## config.mk

```make
export PLATFORM = sky130hd
export DESIGN_NAME = alu_issue_ctrl
export DESIGN_NICKNAME = d
export VERILOG_FILES = /design/src/rtl/alu_issue_ctrl.sv
export SDC_FILE = /design/constraint.sdc
export NUM_CORES = 1
export LEC_CHECK = 0
export CAP_MARGIN = 20
export CORE_MARGIN = 5
export CORE_UTILIZATION = 30
export DETAILED_ROUTE_END_ITERATION = 10
export PLACE_DENSITY = 0.66
export SLEW_MARGIN = 0
export SYNTH_ARGS = -nofsm -noshare
export SYNTH_HDL_FRONTEND = slang
export SYNTH_SLANG_ARGS = --single-unit
```

## constraint.sdc

```tcl
create_clock -name clk -period 3.78 [get_ports clk]
set_input_delay 0.567 -clock clk [delete_from_list [all_inputs] [get_ports clk]]
set_output_delay 0.567 -clock clk [all_outputs]
set_load 0.01 [all_outputs]
```

## src/rtl/alu_issue_ctrl.sv

```systemverilog
// Issue controller for the 8-bit ALU: accepts one command, drives and holds the ALU
// inputs, captures the result into the accumulator and flags, then returns a response.
module alu_issue_ctrl #(
  parameter int unsigned MULDIV_WAIT = 3  // extra ISSUE cycles for MUL/DIV, 0..15
) (
  input  logic       clk,
  input  logic       rst_n,
  input  logic       cmd_valid,
  output logic       cmd_ready,
  input  logic [2:0] cmd_op,
  input  logic [7:0] cmd_operand,
  output logic [7:0] alu_a,
  output logic [7:0] alu_b,
  output logic       alu_sub,
  output logic [2:0] alu_op_select,
  input  logic [7:0] alu_result,
  input  logic       alu_cout,
  input  logic       alu_overflow,
  output logic [7:0] acc,
  output logic [3:0] flags,
  output logic       rsp_valid,
  input  logic       rsp_ready,
  output logic [7:0] rsp_data,
  output logic       rsp_err,
  output logic       busy
);

  typedef enum logic [1:0] {
    ST_IDLE  = 2'd0,
    ST_ISSUE = 2'd1,
    ST_RESP  = 2'd2
  } state_e;

  typedef struct packed {
    logic c;
    logic v;
    logic n;
    logic z;
  } flags_t;

  localparam logic [2:0] OP_ADD = 3'b000;
  localparam logic [2:0] OP_SUB = 3'b001;
  localparam logic [2:0] OP_MUL = 3'b100;
  localparam logic [2:0] OP_DIV = 3'b101;
  localparam logic [2:0] OP_LDA = 3'b110;
  localparam logic [2:0] OP_RSV = 3'b111;

  localparam logic [3:0] MULDIV_CNT = 4'(MULDIV_WAIT);

  state_e     state_q;
  logic [7:0] acc_q;
  logic [7:0] alu_b_q;
  logic [2:0] alu_op_q;
  logic       alu_sub_q;
  logic [3:0] cnt_q;
  flags_t     flags_q;
  logic       err_q;
  logic       arith_op;

  // Carry and overflow are only meaningful for the adder path.
  assign arith_op = (alu_op_q == OP_ADD) || (alu_op_q == OP_SUB);

  // NOTE: every register here is updated with <= so each branch sees pre-edge values;
  // the asynchronous reset clears all of them, which is what aborts an in-flight op.
  always_ff @(posedge clk or negedge rst_n) begin
    if (!rst_n) begin
      state_q   <= ST_IDLE;
      acc_q     <= 8'h00;
      alu_b_q   <= 8'h00;
      alu_op_q  <= 3'b000;
      alu_sub_q <= 1'b0;
      cnt_q     <= 4'd0;
      flags_q   <= '0;
      err_q     <= 1'b0;
    end else begin
      case (state_q)
        ST_IDLE: begin
          if (cmd_valid) begin
            if (cmd_op == OP_LDA) begin
              acc_q   <= cmd_operand;
              flags_q <= '{c: 1'b0, v: 1'b0, n: cmd_operand[7], z: (cmd_operand == 8'h00)};
              err_q   <= 1'b0;
              state_q <= ST_RESP;
            end else if ((cmd_op == OP_RSV) || ((cmd_op == OP_DIV) && (cmd_operand == 8'h00))) begin
              err_q   <= 1'b1;
              state_q <= ST_RESP;
            end else begin
              alu_b_q   <= cmd_operand;
              alu_op_q  <= cmd_op;
              alu_sub_q <= (cmd_op == OP_SUB);
              cnt_q     <= ((cmd_op == OP_MUL) || (cmd_op == OP_DIV)) ? MULDIV_CNT : 4'd0;
              err_q     <= 1'b0;
              state_q   <= ST_ISSUE;
            end
          end
        end
        ST_ISSUE: begin
          if (cnt_q != 4'd0) begin
            cnt_q <= cnt_q - 4'd1;
          end else begin
            acc_q   <= alu_result;
            flags_q <= '{c: arith_op & alu_cout,
                         v: arith_op & alu_overflow,
                         n: alu_result[7],
                         z: (alu_result == 8'h00)};
            state_q <= ST_RESP;
          end
        end
        ST_RESP: begin
          if (rsp_ready) state_q <= ST_IDLE;
        end
        default: state_q <= ST_IDLE;
      endcase
    end
  end

  assign cmd_ready     = (state_q == ST_IDLE) && rst_n;
  assign busy          = (state_q != ST_IDLE);
  assign rsp_valid     = (state_q == ST_RESP);
  assign rsp_data      = acc_q;
  assign rsp_err       = err_q;
  assign acc           = acc_q;
  assign flags         = flags_q;
  assign alu_a         = acc_q;
  assign alu_b         = alu_b_q;
  assign alu_sub       = alu_sub_q;
  assign alu_op_select = alu_op_q;

endmodule

```

==> flow_summary.toml, run 1 <==
[run_status]
status = "complete, no violations"

[power_and_ir_drop]
switching_power_uw = 679.8
power_frac_comb = 0.555
clkPwrFrac = 0.136
powerDensity_nw_per_um2 = 810.4
p_int_uw = 1258
switching_share = 0.3508
vdd_drop_max_uv = 305.3
seq_power_share = 0.310
total_leakage_power_uw = 0.001037

[logic_synthesis]
ys.warnings.count = 0
synth_common_cells = "dfrtp_1, nand2_1, buf_4"
synth_top_area_share = 0.4501
synth.most_common_cell = "dfrtp_1"
synth_simple_gate_area_frac = 0.1673
synth_area_leaders = "dfrtp_1, mux2_4, buf_4"
syn_area_um2 = 1668
synth-edff-count = 0
synthArstFlopShare = 1.000
yosysUniqueCellTypes = 37
ys_seq_area_frac = 0.4501
synth_ff_type = "dfrtp_1"
yosys.area_share.xor_xnor = 0
synth_top_family_by_area = "simple AND/OR/NAND/NOR gates"
synth_compound_area_frac = 0.09377
avgSynthCellArea_um2 = 10.36
yosys.area.top_type = "dfrtp_1"
synth-seq-cells = 30
syn-num-nets = 188
syn_inst = 161
synthMuxAreaShare = 0.1613
synth-adder-area-share = 0.01500

[worst_setup_path]
regToRegSetupSlack_ps = 1750
slowest_stage = "or4_1"
crit_arrival_ps = 2740
start_kind = "primary input"
startpoint = "cmd_operand[1]"
critPathRequiredTime_ps = 3940
path_class = "in -> reg"
critPathCapture = "alu_b[5]"
path_cells = "clkdlybuf4s50_1, or4_1, o31a_1, o21a_1, mux2_4"
cp.depth = 5
timing.rr.end = "alu_b[5]"
max_stage_delay_ps = 640
critPathBufInv = 1
path_delay_family = "compound AO/OA/AOI/OAI gates"
end_kind = "flip-flop"
worstPathMaxFanout = 10
rr_startpoint = "state_q[0]"
r2r_cells = 4

[sta]
tightest_slew_ps = 631.8
setup_violations = 0
rsz0062_at_grt = "false"
hold_violations = 0
drv_slew = 0
hold-worst-slack_ps = 497.4
slew_headroom = 0.5779
timing.final.crit_share = 0.6803
setup-tns-final_ps = 0
period_needed_ps = 2572
fmax_mhz = 388.9
skew_ps = 5.345

[placement]
detailed_place.area_um2 = 2300
io_buffers = 68
gp_congestion = 0.8449
dp_hpwl_um = 3297
placedCellCount = 281

[die]
dieWidth_um = 84.56
die_area_um2 = 7150
io_pins = 69
die_h_um = 84.56
rows = 27
coreArea_um2 = 5439
initial_utilization = 0.3066

[cells_and_area]
syn2layout_area_growth_pct = 43.36
finalInstanceArea_um2 = 2391
nFillCells = 520
drive_gt1_frac = 0.1475
nets = 243
antenna_cells = 0
instances_no_fill = 289

[clock_tree]
cts_tree = "done"
clock-root-buffer = "clkbuf_8"
htree_levels = 2
clock-sinks = 30
worst_skew_pair.late_latency_ps = 280
cts_max_path_buffers = 2
clk_pin_slew_ps = 60
cts_buffers = 5
post_cts_buffers = 0
post_cts_resized = 0
ctsHoldBuffers = 0

[detailed_routing]
drt_iter0_drc = 69
antenna_left = 0
drt_first_pass_iters = 4
drt-total-wl_um = 4181
via_per_inst = 4.626
wire_per_inst_um = 14.47
drc = 0
via_count = 1337

[global_routing]
grt_usage = 0.1176
antenna_found_initial = 0
grt_max_degree = 31
grt_overflow_total = 0
first_global_vias = 1342
grt_pass1_wl_um = 6644

[flow_run]
cap_violations = 0

[worst_hold_path]
holdCritPathClass = "reg -> reg"
## cell families (layout without fill, tap and decap cells)
family                     count (synthesis)  count (layout)
AOI/OAI and AO/OA                         21              21
adders and majority gates                  2               2
buffers and inverters                     31              87
DFF                                       30              30
muxes                                     21              21
and+or+nand+nor                           56              56
## stage by stage
| step | total power (uW) | setup slack [ps] | util |
|---|---|---|---|
| global route | 2073 | 1140 | 0.4396 |
| global placement | 1680 | 967.3 | 0.4228 |
| detailed placement | 1694 | 912.7 | 0.4228 |
| CTS | 1966 | 1204 | 0.4396 |
| finish | 1938 | 1208 | 0.4396 |
| floorplan | 1240 | 1609 | - |
## worst min path at each step
stage	from	endpoint	slack (ps)	depth (start not counted)
4_1_cts	flags[0]	flags[0]	500	1
3_5_place_dp	flags[0]	flags[0]	490	1
6_report	flags[0]	flags[0]	500	1
3_3_place_gp	flags[0]	flags[0]	480	1
2_1_floorplan	rst_n	acc[0]	270	0
5_1_grt	flags[0]	flags[0]	520	1
## power groups by stage
| stage | clock network, uW | logic, uW | registers, uW |
|---|---|---|---|
| 2_1_floorplan | 0 | 617 | 623 |
| 3_3_place_gp | 0 | 1080 | 605 |
| 3_5_place_dp | 0 | 1090 | 605 |
| 4_1_cts | 273 | 1090 | 604 |
| 5_1_grt | 285 | 1160 | 629 |
| 6_report | 263 | 1070 | 600 |
## area by class of cell
cell class	count	area, um^2	area share
tap	72	90.09	0.03768
inverter	9	33.78	0.01413
clock inverter	1	5.005	0.002093
sequential	30	750.7	0.3140
timing repair buffer	70	695.7	0.2909
clock buffer	7	86.33	0.03611
multi-input combinational	100	729.5	0.3051
## flip-flops by register name, indices dropped and copies added (netlist names)
register,count
acc,8
alu_b,8
cnt_q,4
alu_op_select,3
flags,3
state_q,2
alu_sub,1
rsp_err,1
## cell usage in the layout (no fill, tap or decap), types with 2 or more instances in the layout
master	synthesis	final
a21oi_1	3	3
or4_1	2	2
clkbuf_8	0	6
o41a_1	2	2
nor4_1	3	3
o31ai_1	5	5
o21ai_0	2	2
nand2_1	28	28
clkdlybuf4s50_1	0	68
mux2_1	3	3
ha_1	2	2
buf_4	17	2
nor2b_1	2	2
mux2_4	9	9
nor2_1	10	10
a22o_1	2	2
inv_1	9	9
mux2_2	8	8
dfrtp_1	30	30
nand3_1	2	2
## layer usage
layer	up-vias	global-route usage	wire [um]	part of all wire
li1	644	-	-	-
met1	644	0.1353	1788	0.43
met2	43	0.2043	2103	0.50
met3	6	0.03337	217	0.052
met4	0	0.04748	72	0.017
met5	-	0	0	0
Note: power is estimated with default switching activity, not from simulation.
==> run 2, diff against run 1 <==
==> constraint.sdc (replaced) <==
create_clock -name clk -period 2.4 [get_ports clk]
set_input_delay 0.36 -clock clk [delete_from_list [all_inputs] [get_ports clk]]
set_output_delay 0.36 -clock clk [all_outputs]
set_load 0.01 [all_outputs]
==> run 2 against run 1 <==
Final area is 7.1% higher. Sequential power is 57% higher. Highest routed layer unchanged. Final cell count is 6.9% higher. Critical path type is now reg -> reg.
==> flow_summary.toml, run 2 (synthesis gave the netlist of run 1 again) <==
[clock_tree]
clock-sinks = 30
worst_skew_pair.late_latency_ps = 280
cts_max_path_buffers = 2
clk_pin_slew_ps = 70
ctsHoldBuffers = 0
post_cts_buffers = 0
htree_levels = 2
post_cts_resized = 0
cts_buffers = 5
cts_tree = "done"
clock-root-buffer = "clkbuf_8"

[cells_and_area]
final_common_cell = "clkdlybuf4s50_1"
fin_util = 0.4707
syn2layout_area_growth_pct = 53.49
instances_no_fill = 309
nets = 263
most-common-layout-cells = "clkdlybuf4s50_1, dfrtp_1, nand2_1"
finalInstanceArea_um2 = 2560
drive_gt1_frac = 0.2194
antenna_cells = 0

[detailed_routing]
via_count = 1387
via_per_inst = 4.489
drt_iter0_drc = 57
wire_per_inst_um = 13.79
drt_first_pass_iters = 4
antenna_left = 0
drt-total-wl_um = 4262
drc = 0

[sta]
slew_headroom = 0.3019
period_needed_ps = 2212
setup_slack_ps = 188.1
setup_violations = 0
fmax_mhz = 452.1
skew_ps = 8.475
drv_slew = 0
rsz0062_at_grt = "false"
timing.final.crit_share = 0.9216
hold_violations = 0
tightest_slew_ps = 1045

[worst_setup_path]
path_delay_family = "compound AO/OA/AOI/OAI gates"
timing.rr.end = "acc[1]"
slowest_stage = "o21bai_1"
crit_arrival_ps = 2370
critPathBufInv = 1
path_class = "reg -> reg"
worstPathMaxFanout = 11
r2r_cells = 5
start_kind = "flip-flop"
regToRegSetupSlack_ps = 190
max_stage_delay_ps = 830
end_kind = "flip-flop"
path_cells = "inv_1, ha_1, nor4bb_1, o21bai_1, mux2_2"
rr_startpoint = "cnt_q[0]"
critPathRequiredTime_ps = 2560

[placement]
placedCellCount = 301
detailed_place.area_um2 = 2450
gp_congestion = 0.8265
pre_cts_ws_ps = -27.27
io_buffers = 68
dp_hpwl_um = 3493

[die]
dieWidth_um = 84.56
die_h_um = 84.56
coreArea_um2 = 5439
rows = 27
initial_utilization = 0.3066
io_pins = 69
die_area_um2 = 7150

[global_routing]
grt_overflow_total = 0
antenna_found_initial = 0
grt_max_degree = 31
first_global_vias = 1373
grt_pass1_wl_um = 6720
grt_usage = 0.1190

[power_and_ir_drop]
switching_power_uw = 1084
clkPwrFrac = 0.156
total_power_uw = 3183
powerDensity_nw_per_um2 = 1243
seq_power_share = 0.296
p_int_uw = 2099
vdd_drop_max_uv = 676.5
power_frac_comb = 0.548
switching_share = 0.3406
total_leakage_power_uw = 0.001137

[flow_run]
cap_violations = 0

[worst_hold_path]
holdCritPathClass = "in -> async"

[run_status]
status = "complete, no violations"
run 2: per-layer routing:
layer / share of wire / vias up / global-route usage
met2: 0.49 / 35 / 0.2064
met4: 0.017 / 0 / 0.04748
met1: 0.44 / 651 / 0.1394
li1: - / 695 / -
met5: 0 / - / 0
met3: 0.046 / 6 / 0.03042
run 2: worst max path at each step:
stage | startpoint | to | slack [ps] | cells past startpoint
CTS | cnt_q[0] | acc[1] | 150 | 5
floorplan | cmd_operand[1] | alu_b[0] | 440 | 5
finish | cnt_q[0] | acc[1] | 190 | 5
global placement | cmd_operand[5] | alu_b[0] | -2 | 6
global route | cnt_q[0] | acc[2] | 50 | 5
detailed placement | cmd_operand[1] | cnt_q[1] | -30 | 6
run 2: metrics by stage:
step	hold WS, ps	TNS [ps]
floorplan	64.41	0
global placement	472.8	-11.90
detailed placement	483.3	-219.9
CTS	498.7	0
global route	517.3	0
finish	490.5	0
run 2: worst register-to-register path: cells and delay by family (launching register included):
family / cells / cell delay (ps)
simple gates: 1 / 160
mux: 1 / 420
flops: 1 / 400
buf+inv: 1 / 80
compound gates: 1 / 830
fa+ha+maj: 1 / 200
run 2: layout make-up:
cell class	count	area [um^2]
inverters	9	33.78
clock buffers	6	72.57
multi-input cells	100	729.5
repair buffers	90	845.8
well taps	72	90.09
flip-flops and latches	30	750.7
clock inverters	2	37.54
fillers	498	2879
run 2: power by group through the flow:
stage                     Combinational, uW  Sequential (uW)  Clock (uW)
after floorplan                         972              982           0
after global placement                 1750              949           0
after detailed placement               1770              950           0
after CTS                              1770              948         511
after global routing                   1870              983         538
final                                  1750              941         497
